### src/rtl/serial_bit_source.sv
// serial_bit_source
//   Parallel-to-serial bit source feeding the X input of a sequence detector.
//   A word is accepted on a LOAD/READY handshake and shifted out one bit per
//   clock. A new word may be accepted in the last-bit cycle, so consecutive
//   words reach the detector with no gap bits.
//   Optional feature: define SERIAL_PARITY_EN to append an even-parity bit
//   (^din, captured at accept) after the data bits.
module serial_bit_source #(
  parameter int WIDTH      = 8,
  parameter bit MSB_FIRST  = 1'b1,
  parameter bit IDLE_LEVEL = 1'b0
) (
  input  logic             clk,
  input  logic             rst,
  input  logic [WIDTH-1:0] din,
  input  logic             load,
  output logic             ready,
  output logic             x_out,
  output logic             busy,
  output logic             done
);

`ifdef SERIAL_PARITY_EN
  localparam int N = WIDTH + 1;
`else
  localparam int N = WIDTH;
`endif
  localparam int              CW        = $clog2(N + 1);
  localparam logic [CW-1:0]   CNT_LAST  = CW'(N - 1);
  localparam logic [CW-1:0]   CNT_ONE   = CW'(1);
  localparam logic [CW-1:0]   CNT_ZERO  = CW'(0);

  typedef enum logic [0:0] {
    IDLE  = 1'b0,
    SHIFT = 1'b1
  } state_t;

  state_t           state_r;
  state_t           state_s;
  logic [CW-1:0]    cnt_r;
  logic [CW-1:0]    cnt_s;
  logic [WIDTH-1:0] shreg_r;
  logic [WIDTH-1:0] shreg_s;
  logic             x_s;
  logic             busy_s;
  logic             done_s;
  logic             last_s;
  logic             accept_s;
`ifdef SERIAL_PARITY_EN
  logic             par_r;
  logic             par_s;
  localparam logic [CW-1:0] CNT_DATA_LAST = CW'(WIDTH - 1);

  // Even parity over a data word: the bit that makes the total count of ones even.
  function automatic logic even_parity(input logic [WIDTH-1:0] w);
    return ^w;
  endfunction
`endif

  // The bit that goes out first from a word in the shift register.
  function automatic logic head_bit(input logic [WIDTH-1:0] w);
    if (MSB_FIRST) begin
      return w[WIDTH-1];
    end else begin
      return w[0];
    end
  endfunction

  // Drop the head bit and move the next one into the head position.
  function automatic logic [WIDTH-1:0] shift_word(input logic [WIDTH-1:0] w);
    if (MSB_FIRST) begin
      return {w[WIDTH-2:0], 1'b0};
    end else begin
      return {1'b0, w[WIDTH-1:1]};
    end
  endfunction

  // The last bit is on x_out; a new word may be taken on the coming edge.
  assign last_s   = (state_r == SHIFT) && (cnt_r == CNT_LAST);
  assign ready    = (state_r == IDLE) || last_s;
  assign accept_s = load && ready;

  // Next-state and next-output decode for the shifter.
  always_comb begin
    state_s = state_r;
    cnt_s   = cnt_r;
    shreg_s = shreg_r;
    x_s     = x_out;
    busy_s  = busy;
    done_s  = 1'b0;
`ifdef SERIAL_PARITY_EN
    par_s   = par_r;
`endif
    if (accept_s) begin
      // Fresh word, either from idle or back-to-back after a last bit.
      state_s = SHIFT;
      cnt_s   = CNT_ZERO;
      x_s     = head_bit(din);
      shreg_s = shift_word(din);
      busy_s  = 1'b1;
      done_s  = last_s;
`ifdef SERIAL_PARITY_EN
      par_s   = even_parity(din);
`endif
    end else begin
      case (state_r)
        IDLE: begin
          x_s    = IDLE_LEVEL;
          busy_s = 1'b0;
        end
        SHIFT: begin
          if (last_s) begin
            state_s = IDLE;
            cnt_s   = CNT_ZERO;
            x_s     = IDLE_LEVEL;
            busy_s  = 1'b0;
            done_s  = 1'b1;
          end else begin
            cnt_s = cnt_r + CNT_ONE;
`ifdef SERIAL_PARITY_EN
            if (cnt_r == CNT_DATA_LAST) begin
              x_s = par_r;
            end else begin
              x_s     = head_bit(shreg_r);
              shreg_s = shift_word(shreg_r);
            end
`else
            x_s     = head_bit(shreg_r);
            shreg_s = shift_word(shreg_r);
`endif
          end
        end
        default: begin
          state_s = IDLE;
          cnt_s   = CNT_ZERO;
          x_s     = IDLE_LEVEL;
          busy_s  = 1'b0;
        end
      endcase
    end
  end

  // State, counter, shift register and registered outputs; reset aborts any word.
  always_ff @(posedge clk or posedge rst) begin
    if (rst) begin
      state_r <= IDLE;
      cnt_r   <= CNT_ZERO;
      shreg_r <= {WIDTH{1'b0}};
      x_out   <= IDLE_LEVEL;
      busy    <= 1'b0;
      done    <= 1'b0;
`ifdef SERIAL_PARITY_EN
      par_r   <= 1'b0;
`endif
    end else begin
      state_r <= state_s;
      cnt_r   <= cnt_s;
      shreg_r <= shreg_s;
      x_out   <= x_s;
      busy    <= busy_s;
      done    <= done_s;
`ifdef SERIAL_PARITY_EN
      par_r   <= par_s;
`endif
    end
  end

endmodule

### config.mk
export PLATFORM = sky130hd
export DESIGN_NAME = serial_bit_source
export DESIGN_NICKNAME = d
export VERILOG_FILES = /design/src/rtl/serial_bit_source.sv
export SDC_FILE = /design/constraint.sdc
export NUM_CORES = 1
export LEC_CHECK = 0
export BUFFER_PORTS_ARGS = -buffer_cell sky130_fd_sc_hd__buf_2
export CORE_ASPECT_RATIO = 1.5
export CORE_MARGIN = 2
export CORE_UTILIZATION = 35
export DETAILED_ROUTE_END_ITERATION = 7
export PLACE_DENSITY_LB_ADDON = 0.2
export SETUP_SLACK_MARGIN = 0.4
export SYNTH_ARGS = -nofsm -noshare
export SYNTH_HDL_FRONTEND = slang
export SYNTH_SLANG_ARGS = --single-unit
### constraint.sdc
create_clock -name clk -period 3.4 [get_ports clk]
set_input_delay 0 -clock clk [delete_from_list [all_inputs] [get_ports clk]]
set_output_delay 0 -clock clk [all_outputs]
set_load 0.05 [all_outputs]
## Word level (Yosys, flattened, before mapping)

Index checks and enable logic that the tools add are counted.

- Add/subtract/negate cells: 1
- Equal/unequal tests: 3
- Mux-type cells: 18
- Bitwise operators: 1
- Reductions and logical operators: 5

Operators with widths:

| operator | count |
|---|---|
| $mux 8 | 3 |
| $mux 4 | 3 |
| $mux 1 | 10 |
| $add 4x1->4 const B | 1 |
| $eq 4x3->1 const B | 1 |
| $pmux 1 s2 | 2 |
| $ne 3x1->1 const B | 1 |
| $logic_and 1x1->1 | 2 |
| $ne 2x1->1 const B | 1 |
| $reduce_and 2->1 | 1 |
| $reduce_bool 2->1 | 1 |
| $logic_or 1x1->1 | 1 |
| $not 1->1 | 1 |

- Register bits after elaboration: 16
- Bits of input ports: 11
- Output and inout bits: 4
- Logic and storage cells: 34

## Longest topological paths before layout

- Word-level depth: 6
- Mapped depth: 5
- Gate-level depth less buffers: 4

## Worst setup path after synthesis

OpenSTA, ideal clock, no wires.

- Path type: register to register
- From: reg cnt_r[0]
- To: reg busy
- Setup time: 0.125 ns
- Arrival time: 1.408 ns
- Required time: 3.275 ns
- Slack: 1.867 ns
- Stages on the path, launching flop included: 6
- Clock period less this slack: 1.533 ns
- Cell sequence: dfrtp_1 > ha_1 > and3b_1 > nand2b_4 > buf_6 > mux2_4

- Word-level cells in the longest chain between the ends: 5
- Elaborated cells between the ends (all ways): 6
- Those cells by class: 2 x eq/ne; 1 x mux; 3 x reduce/logical

RTL lines:

| item | RTL line | RTL |
|---|---|---|
| from (decl) | 40 | `logic [CW-1:0] cnt_r;` |
| from (signal assigned) | 157 | `cnt_r <= cnt_s;` |
| $eq 4x3->1 * | 79 | `assign last_s = (state_r == SHIFT) && (cnt_r == CNT_LAST);` |
| $logic_and 1x1->1 * | 79 |  |
| $logic_or 1x1->1 * | 80 | `assign ready = (state_r == IDLE) \|\| last_s;` |
| named net ready | 17 | `output logic ready,` |
| $logic_and 1x1->1 * | 81 | `assign accept_s = load && ready;` |
| $ne 3x1->1 (no line) / $mux 1 (equally long branches) | -- |  |
| to (signal assigned) | 160 | `busy <= busy_s;` |
| to (decl) | 19 | `output logic busy,` |

The timed path passes the listed nets; every way through them passes the cells marked *.
A chain may end at the register's enable or synchronous reset.

## Worst setup path after layout

- From: reg cnt_r[1]
- To: out ready

- Word-level cells in the longest chain between the ends: 3

RTL lines:

| item | RTL line |
|---|---|
| $eq 4x3->1 | 79 |
| $logic_and 1x1->1 | 79 |
| $logic_or 1x1->1 | 80 |
| to (decl) | 17 |

No other way between the ends.

==> results.cfg <==
[sta]
worstMarginPinSlew_ns = 0.5537
rsz0062_at_grt = false
fin_tns_setup_ns = 0
fin_skew_ns = 0.002747
relSlewSlack_pct = 63.05
post-route-period-util_pct = 48.76
period_minus_slack_ns = 1.658
drv_slew = 0
fmax_ghz = 0.6031
hold_viol = 0
setup_viol = 0

[global_routing]
grt_pass1_vias = 491
met2_usage_pct = 18.75
grt_max_degree = 16
globalRoute.busiestLayer = met2
grt_antenna_before_repair = 0
grt_overflow_total = 0
gr-usage-met3_pct = 1.128
track_usage_pct = 12.70
grt_pass1_wl_um = 2097
grt_use_met1_pct = 16.83

[pwr]
p_leak_nw = 0.4144
p_per_area_mw_per_mm2 = 802.0
irDropWorstVdd_v = 0.0003146

[clocking]
postCtsSetupBuffers = 0
cts_max_level = 1
max-clock-path-buffers = 2
clkLatencyLatePin_ns = 0.29
ctsHoldBuffers = 2
clk_pin_slew_ns = 0.09
cts_root_buf = clkbuf_4
clkSinkCount = 15
numCtsBuffers = 3
cts_resized = 0
cts_tree = done

[worst_setup_path]
path_max_fanout = 12
path_buf_inv = 1
critPathCaptureType = primary output
worstPathRequired_ns = 3.40
max_stage_delay_ns = 0.39
worst-setup-path-type = reg2out
arrival_ns = 1.66
path_cells = ha_1, and3b_1, nand2b_4, buf_2
cpMaxStageDelayCell = dfrtp_1
crit_path_start_kind = register
path_delay_family = simple AND/OR/NAND/NOR gates

[finish]
mostFrequentLayoutCells = dfrtp_1 (15), buf_2 (14), mux2_2 (9)
drive_gt1_share_pct = 43.84
final_common_cell = dfrtp_1
final_nets = 86
synthToLayoutAreaGrowth_pct = 17.80
num_antenna_cells = 0
post-route-util_pct = 42.72

[placed_design]
hpwlAfterDp_um = 820.3
place_congestion = 0.7130
place.port_buffers = 14

[drt]
drt_iter0_drc = 6
vias_per_cell = 5.053
wl_um = 1159
antenna_left = 0
drc_errors = 0
firstDrtPassIters = 4
num_vias = 480
wire_per_inst_um = 12.20

[hold_path]
hold_path.class = in2reg

[run_status]
outcome = completed

[synthesis]
syn_nets = 67
synth_cells = 55
avgSynthCellArea_sq_um = 13.04
mappedNetlistArea_sq_um = 716.9
seq_area_frac_synth_pct = 52.36
synth_area_leaders = dfrtp_1 (52%), mux2_2 (14%), mux2_4 (10%)
ys_ff_latch = 15
yosys.area.top_type_share_pct = 52.36
synth_cell_types = 20
yosys_warnings = 0
synth_top_area_cell = dfrtp_1

[floorplan]
fp.dieW_um = 40.96
die_area_sq_mm = 0.002434
rows = 20
die_y_um = 59.43
coreArea_sq_mm = 0.001977
start_util_pct = 36.27
num_io_pins = 15

[flow_run]
cap_violations = 0
power by group:
group | total, mW | leakage [nW] | switching [mW] | internal [mW]
Sequential | 0.291 | 0.191 | 0.0447 | 0.246
Combinational | 0.283 | 0.208 | 0.146 | 0.137
Clock | 0.103 | 0.0150 | 0.0579 | 0.0456
Total | 0.677 | 0.414 | 0.248 | 0.429
final cells by class:
type / count / area [sq um]
repair buffers: 16 / 90.09
multi-input cells: 36 / 317.8
inverters: 2 / 7.507
well taps: 22 / 27.53
fillers: 198 / 1132
clock buffers: 4 / 26.28
flip-flops and latches: 15 / 375.4
metal layers:
metal,wire length [um],vias to the layer above
met5,0,-
met4,33,0
met3,45,5
met2,556,12
met1,523,238
li1,-,225
path summary, 6_finish.rpt:
kind | start | endpoint | slack, ns | depth (start not counted)
min | din[0] | shreg_r[1]$_DFFE_PP0P_ | 0.05 | 3
max | cnt_r[1]$_DFFE_PP0P_ | ready | 1.74 | 4
max reg2reg | cnt_r[1]$_DFFE_PP0P_ | shreg_r[4]$_DFFE_PP0P_ | 1.87 | 4
min in group asynchronous | rst | shreg_r[3]$_DFFE_PP0P_ | 0.30 | 3
min reg2reg | shreg_r[5]$_DFFE_PP0P_ | shreg_r[6]$_DFFE_PP0P_ | 0.51 | 1
max in group asynchronous | rst | shreg_r[4]$_DFFE_PP0P_ | 2.73 | 3
synth_stat cells:
library cell   n
dfrtp_1       15
mux2_2         9
mux2_4         5
nand2_1        5
o21ai_0        4
and2_1         2
inv_1          2
a21oi_1        1
a22o_1         1
a32o_1         1
and3b_1        1
buf_2          1
buf_6          1
ha_1           1
mux2i_1        1
nand2b_1       1
nand2b_4       1
nand3_1        1
nor2_1         1
nor2b_1        1
registers in the layout, indices dropped and copies added (netlist names):
| name | count |
|---|---|
| x_out | 1 |
| cnt_r | 4 |
| done | 1 |
| shreg_r | 7 |
| busy | 1 |
| state_r | 1 |
through the flow:
step	cells	area, sq um	power [mW]	setup WS, ns	hold slack (ns)
floorplan	55	716.9	0.5304	1.867	-0.09852
global placement	89	798.3	0.5759	1.908	0.08948
detailed placement	89	798.3	0.5787	1.895	0.1012
CTS	95	844.6	0.6829	1.749	0.05859
global route	95	844.6	0.7263	1.653	0.07379
finish	95	844.6	0.6774	1.742	0.05498
worst register-to-register path: stages, from the launching register on:
cell      delay (ns)
dfrtp_1         0.39
ha_1            0.21
and3b_1         0.21
nand2b_4        0.25
mux2_2          0.36
logic make-up (layout without fill, tap and decap cells):
kind of cell | count (synthesis) | count (layout) | synth area share [%]
mux | 15 | 15 | 26.00
flops | 15 | 15 | 52.36
simple gates | 13 | 13 | 10.47
compound gates | 7 | 7 | 6.108
buf+inv | 4 | 22 | 3.315
fa+ha+maj | 1 | 1 | 1.745
(Power assumes the default switching activity.)
